$ cat src/rtl/regfile_wr_arbiter.sv
// Round-robin arbiter sharing the register file write port between ALU and LSU writeback.
// Optional zeroing sweep of x1..x31 is compiled in with `define REGFILE_ARB_CLEAR_EN.
module regfile_wr_arbiter #(
  parameter int CNT_W = 16
) (
  input  logic             clk,
  input  logic             reset,
  input  logic             req0_valid,
  input  logic [4:0]       req0_rd,
  input  logic [31:0]      req0_data,
  output logic             req0_ready,
  input  logic             req1_valid,
  input  logic [4:0]       req1_rd,
  input  logic [31:0]      req1_data,
  output logic             req1_ready,
  input  logic             clear_req,
  output logic             clear_busy,
  output logic             wr_we,
  output logic [4:0]       wr_rd,
  output logic [31:0]      wr_data,
  output logic [CNT_W-1:0] conflict_cnt
);

  logic             prio_q, prio_d;
  logic             wr_we_q, wr_we_d;
  logic [4:0]       wr_rd_q, wr_rd_d;
  logic [31:0]      wr_data_q, wr_data_d;
  logic [CNT_W-1:0] cnt_q, cnt_d;

  logic idle;
  logic clear_start;
  logic both_valid;
  logic grant0, grant1;
  logic xfer0, xfer1;

`ifdef REGFILE_ARB_CLEAR_EN
  localparam logic [0:0] ST_IDLE  = 1'b0;
  localparam logic [0:0] ST_CLEAR = 1'b1;

  logic [0:0] state_q, state_d;
  logic [4:0] index_q, index_d;

  assign idle        = (state_q == ST_IDLE);
  assign clear_start = idle && clear_req;
  assign clear_busy  = (state_q == ST_CLEAR);
`else
  logic unused_clear_req;

  assign unused_clear_req = clear_req;
  assign idle             = 1'b1;
  assign clear_start      = 1'b0;
  assign clear_busy       = 1'b0;
`endif

  assign both_valid = req0_valid && req1_valid;
  assign grant0     = req0_valid && (!req1_valid || !prio_q);
  assign grant1     = req1_valid && (!req0_valid ||  prio_q);

  // Readys are also held low while reset is asserted so nothing handshakes that cycle.
  assign req0_ready = reset && idle && !clear_start && grant0;
  assign req1_ready = reset && idle && !clear_start && grant1;
  assign xfer0      = req0_valid && req0_ready;
  assign xfer1      = req1_valid && req1_ready;

  always_comb begin
    prio_d    = prio_q;
    wr_we_d   = 1'b0;
    wr_rd_d   = wr_rd_q;
    wr_data_d = wr_data_q;
    cnt_d     = cnt_q;

    if (both_valid && idle && (cnt_q != '1)) begin
      cnt_d = cnt_q + 1'b1;
    end

    // x0 writes still handshake and rotate priority, but never assert the write enable.
    if (xfer0) begin
      wr_we_d   = |req0_rd;
      wr_rd_d   = req0_rd;
      wr_data_d = req0_data;
      prio_d    = 1'b1;
    end else if (xfer1) begin
      wr_we_d   = |req1_rd;
      wr_rd_d   = req1_rd;
      wr_data_d = req1_data;
      prio_d    = 1'b0;
    end

`ifdef REGFILE_ARB_CLEAR_EN
    state_d = state_q;
    index_d = index_q;
    if (clear_start) begin
      state_d = ST_CLEAR;
      index_d = 5'd1;
    end else if (state_q == ST_CLEAR) begin
      wr_we_d   = 1'b1;
      wr_rd_d   = index_q;
      wr_data_d = '0;
      index_d   = index_q + 5'd1;
      if (index_q == 5'd31) begin
        state_d = ST_IDLE;
      end
    end
`endif
  end

  always_ff @(posedge clk) begin
    if (!reset) begin
      prio_q    <= 1'b0;
      wr_we_q   <= 1'b0;
      wr_rd_q   <= '0;
      wr_data_q <= '0;
      cnt_q     <= '0;
    end else begin
      prio_q    <= prio_d;
      wr_we_q   <= wr_we_d;
      wr_rd_q   <= wr_rd_d;
      wr_data_q <= wr_data_d;
      cnt_q     <= cnt_d;
    end
  end

`ifdef REGFILE_ARB_CLEAR_EN
  always_ff @(posedge clk) begin
    if (!reset) begin
      state_q <= ST_IDLE;
      index_q <= 5'd1;
    end else begin
      state_q <= state_d;
      index_q <= index_d;
    end
  end
`endif

  assign wr_we        = wr_we_q;
  assign wr_rd        = wr_rd_q;
  assign wr_data      = wr_data_q;
  assign conflict_cnt = cnt_q;

endmodule

$ cat config.mk
export PLATFORM = sky130hd
export DESIGN_NAME = regfile_wr_arbiter
export DESIGN_NICKNAME = d
export VERILOG_FILES = /design/src/rtl/regfile_wr_arbiter.sv
export SDC_FILE = /design/constraint.sdc
export NUM_CORES = 1
export LEC_CHECK = 0
export CELL_PAD_IN_SITES_DETAIL_PLACEMENT = 2
export CELL_PAD_IN_SITES_GLOBAL_PLACEMENT = 2
export CORE_MARGIN = 10
export CORE_UTILIZATION = 24
export DETAILED_ROUTE_END_ITERATION = 8
export GPL_TIMING_DRIVEN = 0
export PLACE_DENSITY = 0.93
export SYNTH_ARGS = -nofsm -noshare
export SYNTH_HDL_FRONTEND = slang
export SYNTH_SLANG_ARGS = --single-unit
$ cat constraint.sdc
create_clock -name clk -period 4.7 [get_ports clk]
set_input_delay 0.94 -clock clk [delete_from_list [all_inputs] [get_ports clk]]
set_output_delay 0.94 -clock clk [all_outputs]
set_load 0.02 [all_outputs]
## Word level (Yosys, flattened, before mapping)

Index checks and enable logic that the tools add are counted.

| storage, ports and cells | value |
|---|---|
| register bits after elaboration | 55 |
| latch bits | 0 |
| RAM bits | 0 |
| bits in read-only memories | 0 |
| input bits | 79 |
| output and inout port bits | 57 |
| logic and storage cells | 31 |
| memories | 0 |

| cells by class | value |
|---|---|
| $add $sub $neg | 1 |
| multipliers | 0 |
| divide/modulo/power cells | 0 |
| magnitude comparators | 0 |
| eq/ne operators | 1 |
| shift-type cells | 0 |
| multiplexer cells | 8 |
| bitwise operators | 0 |
| reductions and logical operators | 16 |

Operators by type and width:

| operator | number |
|---|---|
| two-way mux 32 bit | 2 |
| adder 16 x 1 -> 16 bit (second input constant) | 1 |
| inequality test 16 bit (second input constant) | 1 |
| two-way mux 5 bit | 2 |
| OR reduction 5 bit | 2 |
| logical AND 1 bit | 8 |
| two-way mux 1 bit | 4 |
| logical NOT 1 bit | 3 |
| logical OR 1 bit | 2 |
| nonzero test 2 bit | 1 |

## Longest topological paths before layout

Gate-level depths: netlist of run 1.

| logic depth | value |
|---|---|
| depth in word-level cells | 7 |
| depth in mapped cells | 6 |
| gate-level depth less buffers | 5 |

## Worst setup path after synthesis of run 1

No wires, ideal clock.

| path | value |
|---|---|
| path kind | input-to-output |
| start | input port req1_valid |
| end | output port req0_ready |
| arrival | 1.750 ns |
| data required time | 3.760 ns |
| slack | 2.010 ns |
| stages on the path | 4 |
| path buffers | 1 |
| path through | buf_2 nand2_1 nand2_1 nor2_1 |

| between the ends | value |
|---|---|
| word-level cells in the longest chain between the ends | 4 |

Ends and longest elaborated chain:

| what | line | source |
|---|---|---|
| start, declared | 12 | `input logic req1_valid,` |
| logical NOT 1 bit | 56 | `assign grant0 = req0_valid && (!req1_valid \|\| !prio_q);` |
| logical OR 1 bit | 56 |  |
| logical AND 1 bit | 56 |  |
| logical AND 1 bit | 60 | `assign req0_ready = reset && idle && !clear_start && grant0;` |
| end, declared | 11 | `output logic req0_ready,` |

No other way between the ends.

## Final worst setup path of run 1

| path | value |
|---|---|
| start | input port req0_valid |
| end | output port req1_ready |

| between the ends | value |
|---|---|
| word-level cells in the longest chain between the ends | 4 |

Ends and longest elaborated chain:

| what | line | source |
|---|---|---|
| start, declared | 8 | `input logic req0_valid,` |
| logical NOT 1 bit | 57 | `assign grant1 = req1_valid && (!req0_valid \|\| prio_q);` |
| logical OR 1 bit | 57 |  |
| logical AND 1 bit | 57 |  |
| logical AND 1 bit | 61 | `assign req1_ready = reset && idle && !clear_start && grant1;` |
| end, declared | 15 | `output logic req1_ready,` |

No other way between the ends.

==> results of run 1 <==
## worst max-delay path, delay by kind of cell
family / cells / cell delay (ns)
AOI/OAI and AO/OA: 1 / 0.49
buffers and inverters: 3 / 1.44
and+or+nand+nor: 1 / 0.14
## worst max path at each step
stage                          start          to  cells after the start
after CTS                 req0_valid  req1_ready                      5
after global placement    req0_valid  req1_ready                      5
after floorplan           req1_valid  req0_ready                      4
after global routing      req0_valid  req1_ready                      5
after detailed placement  req0_valid  req1_ready                      5
final                     req0_valid  req1_ready                      5
## layer usage
layer	global-route usage	part of all wire
met1	0.159	0.39
met2	0.278	0.52
met3	0.0591	0.072
met4	0.0338	0.013
met5	0	0
## cell families after synthesis
kind of cell	synth area share
AO/OA/AOI/OAI	0.220
buffers and inverters	0.0430
AND/OR/NAND/NOR	0.192
flip-flops	0.390
multiplexers	0.149
adder cells (fa/ha/maj)	0.00444
other	0.00133
## power by group through the flow
stage	clock (mW)	combinational (mW)	sequential [mW]
final	0.393	0.301	0.513
after global routing	0.424	0.325	0.516
after CTS	0.405	0.305	0.513
after detailed placement	0	0.303	0.523
after global placement	0	0.291	0.521
after floorplan	0	0.0973	0.556
## state kept, by name, indices dropped and copies added (netlist names)
signal        count
prio_q            1
wr_we             1
conflict_cnt     16
wr_data          32
wr_rd             5
## cells in the mapped netlist (3+ instances only)
library cell,instances,share of area
or4_1,5,0.013
o211ai_1,25,0.067
inv_1,4,0.0053
a21oi_1,38,0.067
nor2_1,16,0.021
nand2b_1,5,0.011
nand3b_1,25,0.067
dfxtp_1,55,0.39
a211oi_1,7,0.019
nor3_1,4,0.0071
buf_2,7,0.012
o221ai_1,5,0.016
nand3_1,5,0.0089
o21ai_0,5,0.0089
mux2i_1,42,0.15
nand4_1,3,0.0067
clkbuf_1,17,0.023
nand2_1,18,0.024
o31ai_1,4,0.011
## through the flow
step	total power [mW]	std cells
6_report	1.21	596
5_1_grt	1.27	596
4_1_cts	1.22	596
3_5_place_dp	0.827	589
3_3_place_gp	0.812	589
2_1_floorplan	0.654	314
## layout make-up
class / instances / area [sq um] / share of cell area
multi-input combinational: 230 / 1600 / 0.358
timing repair buffer: 132 / 1320 / 0.296
sequential: 55 / 1100 / 0.246
tap: 143 / 179 / 0.0400
clock buffer: 6 / 139 / 0.0311
buffer: 25 / 106 / 0.0238
inverter: 4 / 15.0 / 0.00336
clock inverter: 1 / 8.76 / 0.00196
==> flow_summary.yaml, run 1 <==
status:
  run_status: "completed"
yosys:
  synth_warnings: 0
  synthesis.nets: 394
  synth_ff_type: "dfxtp_1"
  netlist_area_sq_mm: 0.00282
  ys_ff_latch: 55
  ys_types: 38
  synth_cells: 314
  synth_edf_count: 0
  synth.avg_cell_area_sq_um: 8.98
  async_flop_share: 0
  ys_seq_area_frac: 0.390
critical_path:
  r2r_end: "conflict_cnt[0]"
  critPathMostFrequentCell: "clkdlybuf4s50_1"
  slowest_delay_ns: 0.67
  setup.reg_to_reg.worst_slack_ns: 2.74
  slowest_stage: "clkdlybuf4s50_1"
  crit_path_start_kind: "input pin"
  endpoint_kind: "primary output"
  critPathMaxFanout: 8
  critPathKind: "in2out"
  cp.required_ns: 3.76
  cp.arrival_ns: 3.02
  regToRegStartpoint: "conflict_cnt[1]"
  cp_cell_sequence: "clkdlybuf4s50_1 -> inv_1 -> o21ai_2 -> nor2_1 -> clkdlybuf4s50_1"
  ff2ff_path_depth: 6
min_path:
  holdPathEnd: "conflict_cnt[4]"
  hold_depth: 2
  hp-class: "reg2reg"
  hp-start: "conflict_cnt[4]"
floorplan:
  io_pins: 136
  initial_core_util: 0.246
  die_w_microns: 128
  die_h_microns: 128
  die_area_sq_mm: 0.0165
  rows: 39
  core_area_sq_mm: 0.0115
power:
  swShare: 0.288
  clkPwrFrac: 0.326
  p_leak_nw: 1.60
  combPwrFrac: 0.249
  ir_worst_vdd_mv: 0.149
  p_sw_mw: 0.347
  power_frac_seq: 0.425
  internal_power_mw: 0.860
  power_density_mw_per_mm2: 270
route:
  post_drt_wl_per_cell_microns: 21.5
  vias_per_cell: 5.14
  drc_errors: 0
  drt_iter0_markers: 100
  drt_first_pass_iters: 4
  vias: 3061
  ant_nets: 0
  routed_wl_mm: 12.8
cts:
  post_cts_buffers: 0
  cts_made_buffers: 5
  clkLatencyLatePin_ns: 0.30
  cts_max_level: 2
  cts.sink_count: 55
  clockBufferDepth: 2
  ctsResizeCount: 0
  cts_tree: "built"
  ctsHoldBuffers: 0
  clock-root-buffer: "clkbuf_16"
  path_clk_slew_ns: 0.07
final_layout:
  nFillCells: 1256
  layout_common_cells: "clkdlybuf4s50_1 (132), dfxtp_1 (55), mux2i_1 (42)"
  antenna_cells: 0
  area_growth_pct: 58.4
  finalNetCount: 533
  final_common_cell: "clkdlybuf4s50_1"
  drive_gt1_frac: 0.0464
  final_util: 0.390
  fin_area_sq_mm: 0.00447
place:
  port_buffers: 132
  dp_hpwl_mm: 10.3
  place.gp.congestion: 0.806
  place_area_sq_mm: 0.00432
  dp_slack_ns: 0.750
sta:
  maxSlewHeadroom: 0.503
  tightest_slew_ns: 0.746
  whs_ns: 0.529
  period_needed_ns: 3.96
  fin_crit_sh: 0.842
  finalHoldViolCount: 0
  setup_viol: 0
  fin_setup_tns_ns: 0
  setup_ws_ns: 0.744
  slew_viol_final: 0
  rsz0062_at_grt: "no"
  fmax_mhz: 253
  final.setup_skew_ns: 0.00735
global_routing:
  grt_max_degree: 17
  grt_overflow_total: 0
  grt_use_total: 0.151
  grt_pass1_vias: 3510
  grt_pass1_wl_mm: 20.0
  antenna_found_initial: 0
run:
  max-cap-violations: 0
(Power assumes the default switching activity.)
==> inputs of run 2 (changes only) <==
--- a/config.mk
+++ b/config.mk
@@ -8,10 +8,10 @@
 export CELL_PAD_IN_SITES_DETAIL_PLACEMENT = 2
 export CELL_PAD_IN_SITES_GLOBAL_PLACEMENT = 2
 export CORE_MARGIN = 10
-export CORE_UTILIZATION = 24
+export CORE_UTILIZATION = 20
 export DETAILED_ROUTE_END_ITERATION = 8
 export GPL_TIMING_DRIVEN = 0
-export PLACE_DENSITY = 0.93
+export PLACE_DENSITY = 0.84
 export SYNTH_ARGS = -nofsm -noshare
 export SYNTH_HDL_FRONTEND = slang
 export SYNTH_SLANG_ARGS = --single-unit
==> constraint.sdc (replaced) <==
create_clock -name clk -period 3.2 [get_ports clk]
set_input_delay 0.64 -clock clk [delete_from_list [all_inputs] [get_ports clk]]
set_output_delay 0.64 -clock clk [all_outputs]
set_load 0.02 [all_outputs]
==> flow_summary.yaml, run 2 (same netlist as run 1, synthesis figures left out) <==
status:
  run_status: "completed"
place:
  place.gp.congestion: 0.755
  place_area_sq_mm: 0.00437
  port_buffers: 132
  place_inst: 626
  dp_hpwl_mm: 10.6
sta:
  setup_viol: 0
  fmax_mhz: 336
  final.setup_skew_ns: 0.00555
  period_needed_ns: 2.97
  rsz0062_at_grt: "no"
  slew_viol_final: 0
  finalHoldViolCount: 0
  fin_crit_sh: 0.929
  tightest_slew_ns: 0.753
  maxSlewHeadroom: 0.498
  whs_ns: 0.521
critical_path:
  cp.required_ns: 2.56
  cp.arrival_ns: 2.33
  critPathMaxFanout: 7
  crit_path_start_kind: "input pin"
  critPathKind: "in2out"
  endpoint_kind: "primary output"
min_path:
  hp-class: "reg2reg"
global_routing:
  grt_max_degree: 19
  grt_overflow_total: 0
  grt_pass1_wl_mm: 20.7
  antenna_found_initial: 0
  grt_pass1_vias: 3603
  grt_use_total: 0.132
power:
  total_power_mw: 1.80
  power_density_mw_per_mm2: 397
  ir_worst_vdd_mv: 0.195
  p_leak_nw: 1.60
final_layout:
  layout_common_cells: "clkdlybuf4s50_1 (131), dfxtp_1 (55), mux2i_1 (42)"
  fin_area_sq_mm: 0.00453
  largest_reg_flops: 32
  drive_gt1_frac: 0.0505
  final_common_cell: "clkdlybuf4s50_1"
  area_growth_pct: 60.6
  register_area_sq_mm: 0.00110
  nFillCells: 1543
  finalNetCount: 534
  stdcell_count: 635
  multi_input_area_sq_mm: 0.00161
  antenna_cells: 0
route:
  routed_wl_mm: 13.2
  vias: 3091
  drt_first_pass_iters: 4
  met2_length_mm: 7.13
  post_drt_wl_per_cell_microns: 20.7
  vias_per_cell: 4.87
  drc_errors: 0
  drt_iter0_markers: 107
  dr.max_layer_used: "met4"
  ant_nets: 0
  wl_met1_mm: 4.88
  wl_met3_mm: 1.04
floorplan:
  initial_core_util: 0.204
  die_w_microns: 139
  io_pins: 136
  rows: 43
  core_area_sq_mm: 0.0138
  die_h_microns: 139
  die_area_sq_mm: 0.0193
cts:
  ctsHoldBuffers: 0
  clkLatencyLatePin_ns: 0.31
  cts_made_buffers: 5
  cts_tree: "built"
  clockBufferDepth: 2
  path_clk_slew_ns: 0.08
  cts_max_level: 2
  clock-root-buffer: "clkbuf_16"
  cts.sink_count: 55
run:
  max-cap-violations: 0
==> run 2: changes by cell type in the layout (fill, tap and decap cells not counted) <==
cell             delta
o21ai_2             -1
buf_4               +1
clkbuf_8            -1
clkdlybuf4s50_1     -1
o21ai_4             +1
clkinvlp_4          +2
dlygate4sd2_1       +1
==> run 2: metrics by stage <==
| stage | TNS [ns] | util | worst slack [ns] |
|---|---|---|---|
| floorplan | 0 | - | 1.11 |
| global placement | -0.139 | 0.316 | -0.122 |
| detailed placement | -0.147 | 0.316 | -0.147 |
| CTS | 0 | 0.328 | 0.197 |
| global route | 0 | 0.328 | 0.108 |
| finish | 0 | 0.328 | 0.227 |
==> run 2: routing by layer <==
metal / up-vias / GRT usage
met5: - / 0
met4: 0 / 0.0264
met3: 9 / 0.0582
met2: 77 / 0.255
met1: 1534 / 0.127
li1: 1471 / -
==> run 2: worst paths after layout <==
check                           slack [ns]              from                to  cells after the start
worst max-delay path                  0.23        req0_valid        req1_ready                      5
worst min-delay path                  0.52  conflict_cnt[14]  conflict_cnt[14]                      2
worst max register to register        1.25   conflict_cnt[1]   conflict_cnt[0]                      6
worst min register to register        0.52  conflict_cnt[14]  conflict_cnt[14]                      2
==> run 2: critical path: stages <==
cell and delay, ns:
clkdlybuf4s50_1 0.57, inv_1 0.23, o21ai_4 0.09, nor2_1 0.13, clkdlybuf4s50_1 0.67
==> run 2: area by class of cell <==
type                    instances  area share
plain buffers                  25      0.0235
well taps                     180      0.0497
multi-input cells             230       0.354
clock inverters                 3     0.00525
inverters                       4     0.00331
repair buffers                133       0.293
clock buffers                   5      0.0276
flip-flops and latches         55       0.243
==> run 2: what timing repair did <==
| action | CTS | global route |
|---|---|---|
| setup endpoints to repair | 2 | 0 |
| buffers inserted | 1 | 0 |
| resized for setup | 2 | 0 |
==> run 2: power by group <==
part | switching (mW) | leakage, nW | internal, mW
Clock | 0.308 | 0.0664 | 0.295
Combinational | 0.217 | 1.08 | 0.224
Sequential | 0.0268 | 0.454 | 0.728
Total | 0.551 | 1.60 | 1.25
